### config.mk
export PLATFORM = sky130hd
export DESIGN_NAME = cache_line_arbiter
export DESIGN_NICKNAME = d
export VERILOG_FILES = /design/src/rtl/arb_types.sv /design/src/rtl/arb_grant.sv /design/src/rtl/cache_line_arbiter.sv
export SDC_FILE = /design/constraint.sdc
export NUM_CORES = 1
export LEC_CHECK = 0
export BUFFER_PORTS_ARGS = -buffer_cell sky130_fd_sc_hd__buf_2
export CAP_MARGIN = 40
export CORE_AREA = 3 3 539 541
export DETAILED_ROUTE_END_ITERATION = 6
export DIE_AREA = 0 0 542 544
export SYNTH_ARGS = -nofsm -noshare
export SYNTH_HDL_FRONTEND = slang
export SYNTH_HIERARCHICAL = 1
export SYNTH_SLANG_ARGS = --single-unit
### constraint.sdc
create_clock -name clk -period 2.9 [get_ports clk]
set_clock_uncertainty 0.15 [all_clocks]
set_input_delay 0.29 -clock clk [delete_from_list [all_inputs] [get_ports clk]]
set_output_delay 0.29 -clock clk [all_outputs]
set_load 0.005 [all_outputs]
### src/rtl/arb_types.sv
// Shared types for the cacheline arbiter.
//   arb_state_t    : arbiter FSM states
//   arb_owner_t    : which cache owns the pmem port
//   LINE_W_DEFAULT : cacheline width, also used by the cacheline adaptor
//   ADDR_W_DEFAULT : byte address width
package arb_types;

  localparam int LINE_W_DEFAULT = 256;
  localparam int ADDR_W_DEFAULT = 32;

  typedef enum logic [1:0] {
    IDLE    = 2'd0,
    SERVE_I = 2'd1,
    SERVE_D = 2'd2,
    DONE    = 2'd3
  } arb_state_t;

  typedef enum logic {
    OWNER_I = 1'b0,
    OWNER_D = 1'b1
  } arb_owner_t;

endpackage

### src/rtl/arb_grant.sv
// Combinational winner selection for the cacheline arbiter.
// Optional build macro: CACHE_ARB_ROUND_ROBIN_EN
//   undefined : fixed priority, D-cache over I-cache
//   defined   : when both requesters are pending, the one not served last wins
// Ports:
//   i_req_i        I-cache request pending
//   d_req_i        D-cache request pending (read or writeback)
//   last_owner_i   owner of the previous transaction (round-robin build only)
//   any_req_o      at least one request pending
//   winner_o       requester that gets the next grant
module arb_grant
  import arb_types::*;
(
  input  logic       i_req_i,
  input  logic       d_req_i,
`ifdef CACHE_ARB_ROUND_ROBIN_EN
  input  arb_owner_t last_owner_i,
`endif
  output logic       any_req_o,
  output arb_owner_t winner_o
);

  always_comb begin
    any_req_o = i_req_i | d_req_i;
    winner_o  = d_req_i ? OWNER_D : OWNER_I;
`ifdef CACHE_ARB_ROUND_ROBIN_EN
    if (i_req_i && d_req_i) begin
      winner_o = (last_owner_i == OWNER_I) ? OWNER_D : OWNER_I;
    end
`endif
  end

endmodule

### src/rtl/cache_line_arbiter.sv
// Shares the single pmem cacheline port between the I-cache miss path and the
// D-cache miss/writeback path. One transaction at a time: the winner's request
// is latched on the grant edge, pmem strobes stay high until pmem_resp, the
// response and read line go back to the owner only, and a DONE bubble follows
// so the requester can drop its request before the next arbitration.
// Optional build macro: CACHE_ARB_ROUND_ROBIN_EN (alternating priority when
// both caches are pending; default is fixed D over I).
// Ports:
//   clk, rst                           clock, synchronous active-high reset
//   i_read, i_address                  I-cache line read request
//   i_rdata, i_resp                    I-cache returned line / done
//   d_read, d_write, d_address,
//   d_wdata                            D-cache line read / writeback request
//   d_rdata, d_resp                    D-cache returned line / done
//   pmem_read, pmem_write,
//   pmem_address, pmem_wdata           memory request (registered)
//   pmem_rdata, pmem_resp              memory response
module cache_line_arbiter
  import arb_types::*;
#(
  parameter int LINE_W = LINE_W_DEFAULT,
  parameter int ADDR_W = ADDR_W_DEFAULT
) (
  input  logic              clk,
  input  logic              rst,
  input  logic              i_read,
  input  logic [ADDR_W-1:0] i_address,
  output logic [LINE_W-1:0] i_rdata,
  output logic              i_resp,
  input  logic              d_read,
  input  logic              d_write,
  input  logic [ADDR_W-1:0] d_address,
  input  logic [LINE_W-1:0] d_wdata,
  output logic [LINE_W-1:0] d_rdata,
  output logic              d_resp,
  output logic              pmem_read,
  output logic              pmem_write,
  output logic [ADDR_W-1:0] pmem_address,
  output logic [LINE_W-1:0] pmem_wdata,
  input  logic [LINE_W-1:0] pmem_rdata,
  input  logic              pmem_resp
);

  arb_state_t        state_q, state_d;
  arb_owner_t        owner_q, owner_d;
  logic              read_q, read_d;
  logic              write_q, write_d;
  logic [ADDR_W-1:0] addr_q, addr_d;
  logic [LINE_W-1:0] wdata_q, wdata_d;

  logic       any_req;
  arb_owner_t winner;
  logic       serving;

`ifdef CACHE_ARB_ROUND_ROBIN_EN
  arb_owner_t last_owner_q, last_owner_d;
`endif

  arb_grant u_grant (
    .i_req_i      (i_read),
    .d_req_i      (d_read | d_write),
`ifdef CACHE_ARB_ROUND_ROBIN_EN
    .last_owner_i (last_owner_q),
`endif
    .any_req_o    (any_req),
    .winner_o     (winner)
  );

  always_comb begin
    state_d = state_q;
    owner_d = owner_q;
    read_d  = read_q;
    write_d = write_q;
    addr_d  = addr_q;
    wdata_d = wdata_q;
`ifdef CACHE_ARB_ROUND_ROBIN_EN
    last_owner_d = last_owner_q;
`endif
    unique case (state_q)
      IDLE: begin
        if (any_req) begin
          owner_d = winner;
          if (winner == OWNER_D) begin
            state_d = SERVE_D;
            addr_d  = d_address;
            wdata_d = d_wdata;
            // An illegal read+write collapses to a writeback.
            write_d = d_write;
            read_d  = ~d_write;
          end else begin
            state_d = SERVE_I;
            addr_d  = i_address;
            wdata_d = '0;
            write_d = 1'b0;
            read_d  = 1'b1;
          end
        end
      end
      SERVE_I, SERVE_D: begin
        if (pmem_resp) begin
          state_d = DONE;
          read_d  = 1'b0;
          write_d = 1'b0;
        end
      end
      DONE: begin
        state_d = IDLE;
`ifdef CACHE_ARB_ROUND_ROBIN_EN
        last_owner_d = owner_q;
`endif
      end
      default: state_d = IDLE;
    endcase
  end

  always_ff @(posedge clk) begin
    if (rst) begin
      state_q <= IDLE;
      owner_q <= OWNER_I;
      read_q  <= 1'b0;
      write_q <= 1'b0;
      addr_q  <= '0;
      wdata_q <= '0;
`ifdef CACHE_ARB_ROUND_ROBIN_EN
      last_owner_q <= OWNER_I;
`endif
    end else begin
      state_q <= state_d;
      owner_q <= owner_d;
      read_q  <= read_d;
      write_q <= write_d;
      addr_q  <= addr_d;
      wdata_q <= wdata_d;
`ifdef CACHE_ARB_ROUND_ROBIN_EN
      last_owner_q <= last_owner_d;
`endif
    end
  end

  assign pmem_read    = read_q;
  assign pmem_write   = write_q;
  assign pmem_address = addr_q;
  assign pmem_wdata   = wdata_q;

  // Response passes straight through in the pmem_resp cycle, to the owner only.
  assign serving = (state_q == SERVE_I) || (state_q == SERVE_D);
  assign i_resp  = serving && (owner_q == OWNER_I) && pmem_resp;
  assign d_resp  = serving && (owner_q == OWNER_D) && pmem_resp;
  assign i_rdata = (serving && (owner_q == OWNER_I)) ? pmem_rdata : '0;
  assign d_rdata = (serving && (owner_q == OWNER_D)) ? pmem_rdata : '0;

  a_d_read_write_exclusive: assert property (
    @(posedge clk) disable iff (rst) !(d_read && d_write));

  a_resp_only_when_serving: assert property (
    @(posedge clk) disable iff (rst) pmem_resp |-> serving);

endmodule

==> results of run 1 <==
cells in the final DEF (no fill, tap or decap), types with 2 or more instances in the layout:
cell type,netlist,routed
sky130_fd_sc_hd__a2111oi_0,2,2
sky130_fd_sc_hd__a211oi_1,32,30
sky130_fd_sc_hd__a211oi_2,0,2
sky130_fd_sc_hd__a21oi_1,261,261
sky130_fd_sc_hd__and2_1,258,236
sky130_fd_sc_hd__and2_4,0,21
sky130_fd_sc_hd__and3_1,257,257
sky130_fd_sc_hd__buf_12,0,64
sky130_fd_sc_hd__buf_16,0,8
sky130_fd_sc_hd__buf_2,42,1335
sky130_fd_sc_hd__buf_4,17,30
sky130_fd_sc_hd__buf_6,0,4
sky130_fd_sc_hd__bufinv_16,0,2
sky130_fd_sc_hd__clkbuf_1,152,8
sky130_fd_sc_hd__clkbuf_16,0,40
sky130_fd_sc_hd__clkbuf_8,0,6
sky130_fd_sc_hd__clkinv_4,0,4
sky130_fd_sc_hd__clkinvlp_4,0,2
sky130_fd_sc_hd__dfxtp_1,293,291
sky130_fd_sc_hd__diode_2,0,107
sky130_fd_sc_hd__dlygate4sd3_1,0,347
sky130_fd_sc_hd__inv_1,3,2
sky130_fd_sc_hd__inv_6,0,4
sky130_fd_sc_hd__inv_8,0,2
sky130_fd_sc_hd__mux2i_1,32,32
sky130_fd_sc_hd__nand2_1,260,259
sky130_fd_sc_hd__nand2b_1,2,2
sky130_fd_sc_hd__nand3_1,256,256
sky130_fd_sc_hd__nor2_1,33,33
sky130_fd_sc_hd__nor2b_1,3,3
sky130_fd_sc_hd__nor3_1,2,2
sky130_fd_sc_hd__o31ai_1,2,2
repair_timing:
action / in CTS / in global routing
gates resized for setup: 28 / 23
hold endpoints to repair: 290 / 0
setup buffers: 6 / 2
pin swaps: 1 / 3
cloned: 3 / 1
hold buffers: 347 / 0
endpoints found under the setup margin: 125 / 101
stage by stage:
stage                     power [mW]  instance area (sq um)
after detailed placement        20.7                  26400
after global placement          20.8                  26400
after floorplan                 11.3                  14400
final                           27.1                  31800
after CTS                       27.4                  31400
after global routing            29.0                  31700
cell families after synthesis:
logic type,count (synthesis),synth area share (%)
adder cells (fa/ha/maj),2,0.174
buffers and inverters,219,6.51
AO/OA/AOI/OAI,297,11.0
AND/OR/NAND/NOR,1076,39.4
flip-flops,293,40.7
multiplexers,32,2.22
registers in the layout, indices dropped and copies added, names as in the netlist:
name,count
owner_q,1
pmem_address,32
pmem_read,1
pmem_wdata,256
pmem_write,1
state_q,2
cell type report:
| type | count | area (sq um) | share of cell area [%] |
|---|---|---|---|
| well taps | 3762 | 4710 | 14.8 |
| multi-input cells | 1407 | 7700 | 24.2 |
| diodes | 107 | 268 | 0.842 |
| inverters | 3 | 11.3 | 0.0354 |
| clock inverters | 17 | 199 | 0.625 |
| clock buffers | 53 | 1090 | 3.42 |
| flip-flops and latches | 293 | 5870 | 18.5 |
| repair buffers | 1790 | 12000 | 37.6 |
worst max path at each step:
| stage | startpoint | endpoint | cells after the start |
|---|---|---|---|
| CTS | state_q[0] | i_rdata[178] | 8 |
| global placement | d_read | pmem_address[14] | 8 |
| detailed placement | d_read | pmem_address[23] | 8 |
| global route | state_q[1] | i_rdata[76] | 8 |
| finish | d_write | pmem_address[0] | 8 |
| floorplan | state_q[0] | d_rdata[100] | 6 |
cells in the mapped netlist:
library cell and count:
sky130_fd_sc_hd__or2_2 1, sky130_fd_sc_hd__mux2i_1 32, sky130_fd_sc_hd__nand4b_1 1, sky130_fd_sc_hd__buf_4 17
sky130_fd_sc_hd__o31ai_1 2, sky130_fd_sc_hd__and2_1 258, sky130_fd_sc_hd__nand3_1 256, sky130_fd_sc_hd__or4_1 1
sky130_fd_sc_hd__buf_2 42, sky130_fd_sc_hd__clkbuf_1 152, sky130_fd_sc_hd__inv_1 3, sky130_fd_sc_hd__ha_1 2
sky130_fd_sc_hd__nand2_1 260, sky130_fd_sc_hd__or2_1 1, sky130_fd_sc_hd__buf_1 5, sky130_fd_sc_hd__nor2b_1 3
sky130_fd_sc_hd__and3_1 257, sky130_fd_sc_hd__a21oi_1 261, sky130_fd_sc_hd__dfxtp_1 293, sky130_fd_sc_hd__nor3_1 2
sky130_fd_sc_hd__a211oi_1 32, sky130_fd_sc_hd__a2111oi_0 2, sky130_fd_sc_hd__nor2b_2 1, sky130_fd_sc_hd__nand2b_1 2
sky130_fd_sc_hd__nor2_1 33
critical path: stages:
cell and delay (ns):
sky130_fd_sc_hd__dlygate4sd3_1 0.59, sky130_fd_sc_hd__buf_2 0.18, sky130_fd_sc_hd__or2_4 0.30, sky130_fd_sc_hd__buf_16 0.19, sky130_fd_sc_hd__mux2i_1 0.19, sky130_fd_sc_hd__dlygate4sd3_1 0.59, sky130_fd_sc_hd__a211oi_2 0.26, sky130_fd_sc_hd__dlygate4sd3_1 0.59
per-layer routing:
layer,wire (microns),track usage (%),share of wire [%]
met5,253,0.877,0.10
met2,99800,22.9,41
met3,35800,9.79,15
met4,6470,3.55,2.6
met1,103000,19.3,42
power breakdown:
part	switching, mW	internal, mW	total (mW)
logic	10.1	6.47	16.6
registers	0.455	4.91	5.37
clock network	2.25	2.86	5.11
total	12.8	14.2	27.1
==> summary by stage, run 1 <==
Outcome
The flow ran to the end, and the final reports show no timing, DRC or antenna violations.

Floorplanning
The die covers just under 300000 sq um. In this run the core area contains 196 standard-cell rows. The chip width is about 540 microns. The initial core utilization is a little over 5%. The count of boundary I/O pins is roughly 1400. The core footprint is between 200000 and 300000 sq um.

Measured along the y axis, the die boundary spans between 500 and 600 microns.

Place
At the end of routability-driven placement, the weighted congestion stood at around 1.2. The number of placed cells counting well taps is 6896. The count of input and output buffers is ~1400. The HPWL after detailed placement is approximately 220000 microns.

The post-placement worst setup slack is a little under 0.4 ns.

Timing
The number of hold-slack violations in the final timing report is 0. In this run the tightest slew margin relative to its limit is between 40% and 50%. Setup slack closes at about 0.0068 ns. For the pin with the worst max-slew slack, the measured transition is about 0.9 ns. The final number of max-transition violations is 0. The setup violation total in the final timing report is 0. The final sum of negative setup slack is 0 ns. Setup repair after global routing could not meet its margin everywhere. The minimum clock period after layout is roughly 2.9 ns. The tightest hold path in the finished design has a slack of between 0.08 and 0.09 ns. Derived from the worst setup path, the maximum achievable clock frequency is 0.346 GHz.

The final cycle utilization of the critical path is between 90% and 100%.

Flow run
The number of violations of the max-capacitance limit is 0.

Worst setup path
STA classifies the critical path startpoint as an input pin. The worst setup path is of the in -> reg kind. The worst register-to-register path begins at state_q[1].

The required time of the critical path is between 3 and 4 ns. The arrival time reported for the critical path endpoint is around 3.3 ns. The register-to-register setup slack is ~0.46 ns.

The maximum fanout along the worst path is 66. The element type at the critical path end is a flip-flop. The capture instance of the worst register-to-register path is pmem_address[0].

The cell count of the worst reg-to-reg path is 8.

Finish
The growth of design area from synthesis to finish is 121%. In the final design database the tool counted 4118 nets. Cells with a size suffix above 1 make up 43.1% of the layout.

The number of fill cells is 33300. The number of standard cells in the final layout excluding fillers is about 7400. The utilization after layout is ~11%.

Clock tree
TritonCTS built the clock tree. After clock tree synthesis, the clock-pin slew on the worst setup and hold paths is approximately 0.060 ns. The cell sitting at the root of the clock tree is a sky130_fd_sc_hd__clkbuf_16. The maximum buffer depth of the clock tree is 3. The H-tree depth is 2. Clock latency on the worst-skew pair, taken at its later pin, is 0.61 ns. The tree built by TritonCTS fans out to 293 sinks. The total clock buffers created by CTS is 39.

Logic synthesis
The netlist uses 25 different library cells. The synthesized netlist cell count is approximately 1900. Counting flops and latches in the post-synthesis netlist gives just under 300. In the post-synthesis netlist, the biggest area contributors are sky130_fd_sc_hd__dfxtp_1 41%, sky130_fd_sc_hd__and2_1 11%, sky130_fd_sc_hd__and3_1 11%. Of the post-synthesis cell area, the dominant cell type holds about two fifths.

After synthesis the cells add up to between 10000 and 15000 sq um. The count of synthesis-stage warnings from yosys is 6. The net count after synthesis is roughly 2500.

A synthesized cell averages about 7.5 sq um. For this run, the register share of the synthesized area comes to around two fifths. The synthesized design spends more area on one cell type than any other, namely sky130_fd_sc_hd__dfxtp_1.

Worst hold path
The worst hold path passes through 3 cells. The startpoint of the most critical hold path is i_address[26]. The path class of the tightest hold or removal check is in -> reg. The hold-critical path endpoint is pmem_address[26].

Global routing
The first-pass GRT wire length is 287000 microns. The pin count of the biggest net entering global routing is roughly 130. The total routing usage reported by global routing is 15.7%. Summed over all layers, the global routing overflow is 0. The via count of the first global-routing pass is between 20000 and 25000.

The number of antenna violations at the first check in global routing is ~300.

Route
The routed wirelength normalized by instance count is 33.0 microns. The post-route antenna net violation count is 0. After detailed routing, the number of vias per cell comes to slightly above 3. The first-pass iteration count of the detailed router is 5.

The total vias in the final route is between 20000 and 25000. Wires add up to around 240000 microns. For this block, the initial DRC count from the detailed router was 1902. The DRC violations left is 0.

Power
The maximum ir drop on the vdd rail is between 0.4 and 0.5 mV. The analysis attributes to cell leakage a power of ~15 nW. For this design the ratio of total power to cell area is 852 nW/um^2.
Power figures use the tool's default switching activity.
==> run 2: changes to the inputs <==
- CORE_AREA: 3 3 539 541 -> 3 3 535 537
- DIE_AREA: 0 0 542 544 -> 0 0 538 540
- HOLD_SLACK_MARGIN: default -> 0.12
- clock period: 2.9 -> 2.55 ns (I/O delays scaled with it)
==> summary by stage, run 2 (same netlist as run 1, synthesis figures left out) <==
Worst setup path
The kind of start point of the critical path is a flip-flop. The arrival time reported for the critical path endpoint is 2.32 ns (-0.98 ns). The maximum fanout along the worst path is 6 (-91%). The register-to-register setup slack came to 0.02 ns (-0.44 ns). The startpoint identified for the worst register-to-register timing path is state_q[0]. The class of the most critical setup path is reg -> out.

The cell count of the worst reg-to-reg path came to 7 (-1). STA classifies the critical path endpoint as a primary output. In this run the critical register-to-register path is captured at pmem_wdata[109]. The required time of the critical path is 2.14 ns (-1.16 ns).

Place
The post-placement worst setup slack is 0.0104 ns (-0.375 ns). The count of input and output buffers is 1385 (unchanged). The post-place instance area is 26400 sq um (-0.13%). The post-detailed-placement half-perimeter wirelength is 222000 microns (+1.5%).

The weighted congestion at the end of routability-driven global placement is 1.02 (-16%).

Route
The starting DRC count in detailed routing came to 1657 (-13%). The first-pass iteration count of the detailed router is 6 (+1). The total vias in the final route is 23300 (+2.3%). The routed via count divided by cell count is 3.14 (+2.3%). The routed wirelength normalized by instance count is 34.4 microns (+4.5%).

The DRC violations left came to 0 (unchanged). The post-route antenna net violation count is 0 (unchanged). The routed wire length is 256000 microns (+4.5%).

Timing
Setup repair after global routing could not meet its margin everywhere. The tightest slew margin relative to the limit is 42.5% (+2.1 points). The maximum achievable frequency is ~0.37 GHz. The number of hold-slack violations in the final timing report was 0 (unchanged).

The final number of max-transition violations is 0 (unchanged). The setup violation total in the final timing report came to 429 (+429). The final setup slack of the worst path is -0.180 ns (-0.186 ns). Dividing the final minimum period by the clock period gives 107%. The minimum clock period after layout is approximately 2.7 ns. The minimum hold slack is 0.237 ns (+0.153 ns). The slew of the pin with the lowest slew margin came to 0.862 ns (-0.0308 ns).

Finish
The flip-flop count of the largest register after layout is 256 (unchanged). The growth of design area from synthesis to finish is 138%. The area occupied by multi-input gates is 8110 sq um (+5.4%). The area occupied by registers is 5870 sq um (about the same). The post-route cell area came to 34300 sq um (+7.8%). In the layout the commonest cells are 1173 x sky130_fd_sc_hd__buf_2, 361 x sky130_fd_sc_hd__dlygate4sd3_1, 290 x sky130_fd_sc_hd__dfxtp_1, 261 x sky130_fd_sc_hd__a21oi_1, 259 x sky130_fd_sc_hd__nand2_1. The leading cell type in the layout, fill and taps excluded is sky130_fd_sc_hd__buf_2. The number of fill cells is 32800 (-1.6%). The number of nets in the final layout is 4181 (+1.5%). The ratio of cells with drive above 1 in the final layout is 48.4% (+5.3 points).

Power
The leakage power of the design is 16.3 nW (+6.4%). The power dissipated by switching net loads is 17.3 mW (+34%). The logic gate share of total power was 68.8% (+7.5 points). The total power is 37.5 mW (+39%). The portion of total power attributed to sequential cells was 16.3% (-3.5 points). The cell internal power dissipation is 20.3 mW (+42%).

The total power divided by cell area came to 1090 nW/um^2 (+29%). The clock network power share is 15.0% (-3.9 points). The maximum ir drop on the vdd rail is 0.679 mV (+45%). The switching power as a share of total power is 46.0% (-1.4 points).

Clock tree
The number of clock sinks is 293 (unchanged). The total clock buffers created by CTS was 38 (-2.6%). The latest clock arrival within the worst-skew pair came to 0.59 ns (-0.02 ns). The H-tree depth is 2 (unchanged). Clock tree synthesis selected as its root buffer the cell sky130_fd_sc_hd__clkbuf_16. The maximum buffer depth of the clock tree is 3 (unchanged).

The CTS tree is yes. The CTS clock-pin slew for the worst setup and hold paths was 0.06 ns (about the same).

Outcome
The flow ran to the end, but the final reports show violations. The checks that failed: negative setup slack.

Floorplanning
The die area is 291000 sq um (-1.5%). The site row count was 195 (-0.51%). The chip width is 538 microns (-0.74%). The count of boundary I/O pins is 1386 (unchanged).

The initial core utilization is 5.11% (+0.061 points). The vertical die dimension is 540 microns (-0.74%). The core footprint is 282000 sq um (-1.2%).

Worst hold path
The path class of the lowest-slack min-delay path is in -> reg. The hold path depth came to 5 (+2). The path with the worst hold slack has its endpoint at pmem_read. The startpoint of the most critical hold path is i_read.

Flow run
The number of violations of the max-capacitance limit came to 0 (unchanged).

Global routing
The number of antenna violations at the first check in global routing is 261 (-13%). The pin count of the biggest net entering global routing is 126 (-3.8%). The total global routing overflow was 0 (unchanged). The total routing usage reported by global routing was 16.5% (+0.72 points). The via count of the first global-routing pass came to 21700 (+2.4%).

The first-pass GRT wire length is 295000 microns (+2.8%).
## run 2: changes by cell type in the layout (fill, tap and decap cells not counted), sizes merged
cell	change
buf	+32
clkinvlp	+1
diode	-41
inv	+1
clkbuf	+13
clkinv	+1
dlygate4sd3	+14
## run 2: routing by layer
layer	vias to the layer above	global-route usage [%]	share of wire, %
met4	48	3.27	2.9
met2	1773	24.0	40
met1	11100	19.4	40
met5	-	0.0833	0.18
li1	9973	-	-
met3	441	11.9	17
## run 2: timing repair
action / in CTS / in global routing
endpoints found under the hold margin: 290 / 0
hold buffers: 361 / 0
setup buffers: 19 / 6
pin swaps: 20 / 40
gates resized for setup: 176 / 316
setup endpoints to repair: 496 / 538
gates cloned: 15 / 23
## run 2: worst max path at each step
stage                           from         endpoint
after floorplan           state_q[0]     d_rdata[100]
after global placement        d_read  pmem_wdata[124]
after detailed placement      d_read  pmem_wdata[168]
after CTS                 state_q[0]      i_rdata[75]
after global routing      state_q[0]      i_rdata[41]
final                     state_q[0]      i_rdata[41]
## run 2: metrics by stage
step | utilization [%] | setup TNS (ns) | cells
detailed placement | 9.35 | 0 | 6883
global placement | 9.35 | -0.0514 | 6883
global route | 12.1 | -104.33 | 7394
floorplan | - | 0 | 1919
CTS | 11.5 | -113.13 | 7345
finish | 12.2 | -41.90 | 7434
## run 2: cell type report
class                      count  share of cell area, %
sequential                   293                   17.1
clock buffer                  48                   3.00
clock inverter                20                  0.617
timing repair buffer        1854                   41.4
tap                         3743                   13.7
inverter                       3                 0.0328
multi-input combinational   1407                   23.7
antenna                       66                  0.482
## run 2: critical path, stage by stage, from the launching register on
cell and delay (ns):
sky130_fd_sc_hd__dfxtp_2 0.33, sky130_fd_sc_hd__inv_2 0.05, sky130_fd_sc_hd__ha_4 0.28, sky130_fd_sc_hd__nor2b_4 0.16, sky130_fd_sc_hd__buf_12 0.13, sky130_fd_sc_hd__buf_16 0.16
sky130_fd_sc_hd__buf_12 0.12, sky130_fd_sc_hd__buf_12 0.14, sky130_fd_sc_hd__and2_4 0.18, sky130_fd_sc_hd__buf_6 0.13
## run 2: power groups by stage
stage          Clock [mW]  Combinational [mW]  Sequential (mW)
6_report             5.62                25.8             6.10
5_1_grt              6.05                27.5             6.22
4_1_cts              5.90                22.8             6.11
3_5_place_dp            0                18.0             6.18
3_3_place_gp            0                18.1             6.15
2_1_floorplan           0                6.62             6.23
==> run 3: changes to the inputs <==
- CORE_AREA: 3 3 535 537 -> 3 3 541 543
- DIE_AREA: 0 0 538 540 -> 0 0 544 546
- SYNTH_HIERARCHICAL: 1 -> default
==> summary by stage, run 3 <==
Outcome
The run finished, with violations left. The final reports fail on negative setup slack.

Floorplanning
The vertical die dimension is 546 microns (+1.1%). The site row count came to 197 (+1.0%). The core footprint was 288000 sq um (+2.2%). The die area is 297000 sq um (+2.2%). The count of boundary I/O pins is 1386 (unchanged). The initial core utilization is 4.55% (-0.56 points). The chip width is 544 microns (+1.1%).

Worst hold path
The hold path depth is 3 (-2). The path class of the lowest-slack min-delay path is in -> reg.

Finish
The growth of design area from synthesis to finish is 141%. The flip-flop count of the largest register after layout was 256 (unchanged). The ratio of cells with drive above 1 in the final layout came to 53.2% (+4.8 points). The number of nets in the final layout is 3638 (-13%).

The top cell types in the final layout, fill and taps aside, are 1258 x sky130_fd_sc_hd__buf_2, 330 x sky130_fd_sc_hd__dlygate4sd3_1, 290 x sky130_fd_sc_hd__dfxtp_1, 256 x sky130_fd_sc_hd__a22o_1, 217 x sky130_fd_sc_hd__and3_1. The library cell used most frequently in the layout, excluding fill and tap cells, is sky130_fd_sc_hd__buf_2. The number of fill cells is 33200 (+1.4%).

The utilization after layout came to 11.0% (-1.2 points).

Route
The starting DRC count in detailed routing is 1644 (-0.78%). The post-route antenna net violation count was 0 (unchanged). The DRC violations left is 0 (unchanged). The routed wirelength normalized by instance count is 31.6 microns (-8.3%). The first-pass iteration count of the detailed router is 5 (-1).

The routed via count divided by cell count is 2.92 (-7.1%). The routed wire length came to 221000 microns (-14%). The total vias in the final route is 20400 (-13%).

Global routing
The total global routing overflow is 0 (unchanged). The number of antenna violations at the first check in global routing came to 247 (-5.4%). The pin count of the biggest net entering global routing is 114 (-9.5%). The total routing usage reported by global routing is 13.7% (-2.7 points). The via count of the first global-routing pass is 19200 (-12%).

The first-pass GRT wire length is 253000 microns (-14%).

Worst setup path
The arrival time reported for the critical path endpoint is 2.33 ns (about the same). The required time of the critical path was 2.14 ns (about the same). The cell count of the worst reg-to-reg path is 7 (unchanged).

STA classifies the critical path endpoint as a primary output. The kind of start point of the critical path is a flip-flop. The class of the most critical setup path is reg -> out. The maximum fanout along the worst path is 18 (+12).

Clock tree
The number of clock sinks is 293 (unchanged). The latest clock arrival within the worst-skew pair is 0.59 ns (about the same). The H-tree depth came to 2 (unchanged). The total clock buffers created by CTS is 35 (-7.9%). The CTS clock-pin slew for the worst setup and hold paths is 0.07 ns (about the same). TritonCTS built the clock tree. Clock tree synthesis selected as its root buffer the cell sky130_fd_sc_hd__clkbuf_16. The maximum buffer depth of the clock tree is 3 (unchanged).

Logic synthesis
The portion of the post-synthesis area used by sequential elements is 44.8% (+4.1 points). The share of synthesized cell area in and, or, nand and nor gates is 27.1% (-12 points). The fraction of synthesis flops using an asynchronous set or reset pin came to 0% (unchanged). The post-synthesis register bit count is 293 (unchanged). The net count after synthesis was 1973 (-21%). The count of synthesis-stage warnings from yosys was 0 (-6). The cell type contributing the most total cell area after synthesis is sky130_fd_sc_hd__dfxtp_1. The number of different library cells in the post-synthesis netlist is 29 (+16%). The netlist area before placement is 13100 sq um (-9.1%). The commonest cells after synthesis are 293 x sky130_fd_sc_hd__dfxtp_1, 257 x sky130_fd_sc_hd__and2_1, 257 x sky130_fd_sc_hd__and3_1, 256 x sky130_fd_sc_hd__a22o_1, 92 x sky130_fd_sc_hd__clkbuf_1. Yosys attributes the largest share of cell area to sky130_fd_sc_hd__dfxtp_1 45%, sky130_fd_sc_hd__a22o_1 17%, sky130_fd_sc_hd__and2_1 12%. The synthesized netlist cell count is 1389 (-28%). The compound-gate portion of the synthesized area is 21.2% (+10 points). The fraction of the mapped netlist area in adder cells is 0.191% (+0.017 points). The number of enable-type register cells in the synthesized netlist was 0 (unchanged). The combinational family with the most area after synthesis is simple AND/OR/NAND/NOR gates. The average cell area after synthesis is 9.43 sq um (+26%). In the post-synthesis netlist, the cell with the most instances is sky130_fd_sc_hd__dfxtp_1. The fraction of synthesized area in multiplexers is 0.0764% (-2.1 points).

The main flop type after synthesis is sky130_fd_sc_hd__dfxtp_1. The share of Yosys cell area claimed by the top area cell type is 44.8% (+4.1 points). The xor and xnor fraction of the mapped netlist area is 0% (unchanged).

Place
The count of input and output buffers is 1385 (unchanged). The post-placement worst setup slack is 0.236 ns (+0.226 ns). The weighted congestion at the end of routability-driven global placement is 1.09 (+7.3%). The post-detailed-placement half-perimeter wirelength is 191000 microns (-14%).

Timing
The setup violation total in the final timing report is 353 (-18%). The tightest slew margin relative to the limit is 50.2% (+7.7 points). The minimum clock period after layout is 2.73 ns (+0.00369 ns). The slew of the pin with the lowest slew margin was 0.747 ns (-0.116 ns). The final number of max-transition violations came to 0 (unchanged).

The number of hold-slack violations in the final timing report is 0 (unchanged). Setup repair after global routing could not meet its margin everywhere. The final setup slack of the worst path is -0.183 ns (-0.00369 ns). The maximum achievable frequency was 0.366 GHz (-0.14%). The final cycle utilization of the critical path came to 107% (+0.14 points).

Power
The total power divided by cell area is 1020 nW/um^2 (-6.8%). The maximum ir drop on the vdd rail is 0.747 mV (+10%). The total power is 32.3 mW (-14%). The leakage power of the design came to 15.2 nW (-7.2%).

Flow run
The number of violations of the max-capacitance limit is 0 (unchanged).
==> run 3: changes by cell type in the layout (fill, tap and decap cells not counted), sizes merged, moves of 29 or more <==
cell         before   now
a211oi           32     0
a21oi           261     2
a22o              0   256
a311oi            0    32
buf            1474  1445
diode            66   139
dlygate4sd3     361   330
mux2i            32     1
nand2           260    34
nand3           256     0
o21ai             0    36
==> run 3: metrics by stage <==
stage                     instance area [sq um]  setup TNS (ns)  hold WS (ns)  cells
after CTS                                 29900          -58.78         0.177   6836
final                                     31600          -32.83         0.243   6998
after detailed placement                  24900               0         0.301   6429
after floorplan                           13100               0         0.238   1389
after global placement                    24900               0         0.302   6429
after global routing                      31500          -80.73         0.209   6964
==> run 3: what timing repair did <==
action	CTS	global route
gates resized for setup	54	261
hold endpoints to repair	293	0
endpoints found under the setup margin	493	534
hold buffers	330	0
cloned	6	20
setup buffers	10	6
pin swaps	5	14
==> run 3: logic make-up after synthesis <==
group | Yosys count
and+or+nand+nor | 593
adders and majority gates | 2
muxes | 1
buffers and inverters | 169
AOI/OAI and AO/OA | 331
DFF | 293
==> run 3: final cells by class <==
cell class	instances	area [sq um]	share of cell area [%]
repair buffers	1793	12700	40.1
multi-input cells	927	6760	21.4
flip-flops and latches	293	5870	18.6
well taps	3781	4730	15.0
clock buffers	43	926	2.93
diodes	139	348	1.10
clock inverters	18	283	0.894
inverters	4	15.0	0.0475
==> run 3: layer usage <==
metal  track usage (%)  vias up  wire [microns]
li1                  -     8526               -
met1              14.0     9477           76400
met2              21.9     1844           97200
met3              8.52      532           34100
met4              6.61       40           12900
met5             0.211        -             309
==> run 3: worst max-delay path, stage by stage (launching register included) <==
cell,delay [ns]
sky130_fd_sc_hd__dfxtp_2,0.34
sky130_fd_sc_hd__inv_2,0.05
sky130_fd_sc_hd__ha_4,0.28
sky130_fd_sc_hd__nor2b_4,0.16
sky130_fd_sc_hd__buf_12,0.14
sky130_fd_sc_hd__buf_16,0.18
sky130_fd_sc_hd__buf_16,0.16
sky130_fd_sc_hd__and2_4,0.16
sky130_fd_sc_hd__buf_12,0.13
sky130_fd_sc_hd__buf_12,0.09
==> run 3: final timing paths <==
kind              slack (ns)             from                to
setup / recovery       -0.18       state_q[1]            i_resp
hold / removal          0.24       d_wdata[9]     pmem_wdata[9]
setup reg to reg        0.20       state_q[1]  pmem_address[18]
hold reg to reg         0.32  pmem_wdata[103]   pmem_wdata[103]
==> run 3: power breakdown <==
| part | leakage [nW] | internal (mW) | switching (mW) | total [mW] |
|---|---|---|---|---|
| Sequential | 2.42 | 5.80 | 0.708 | 6.51 |
| Combinational | 12.2 | 8.98 | 11.4 | 20.4 |
| Clock | 0.582 | 3.05 | 2.33 | 5.38 |
| Total | 15.2 | 17.8 | 14.5 | 32.3 |
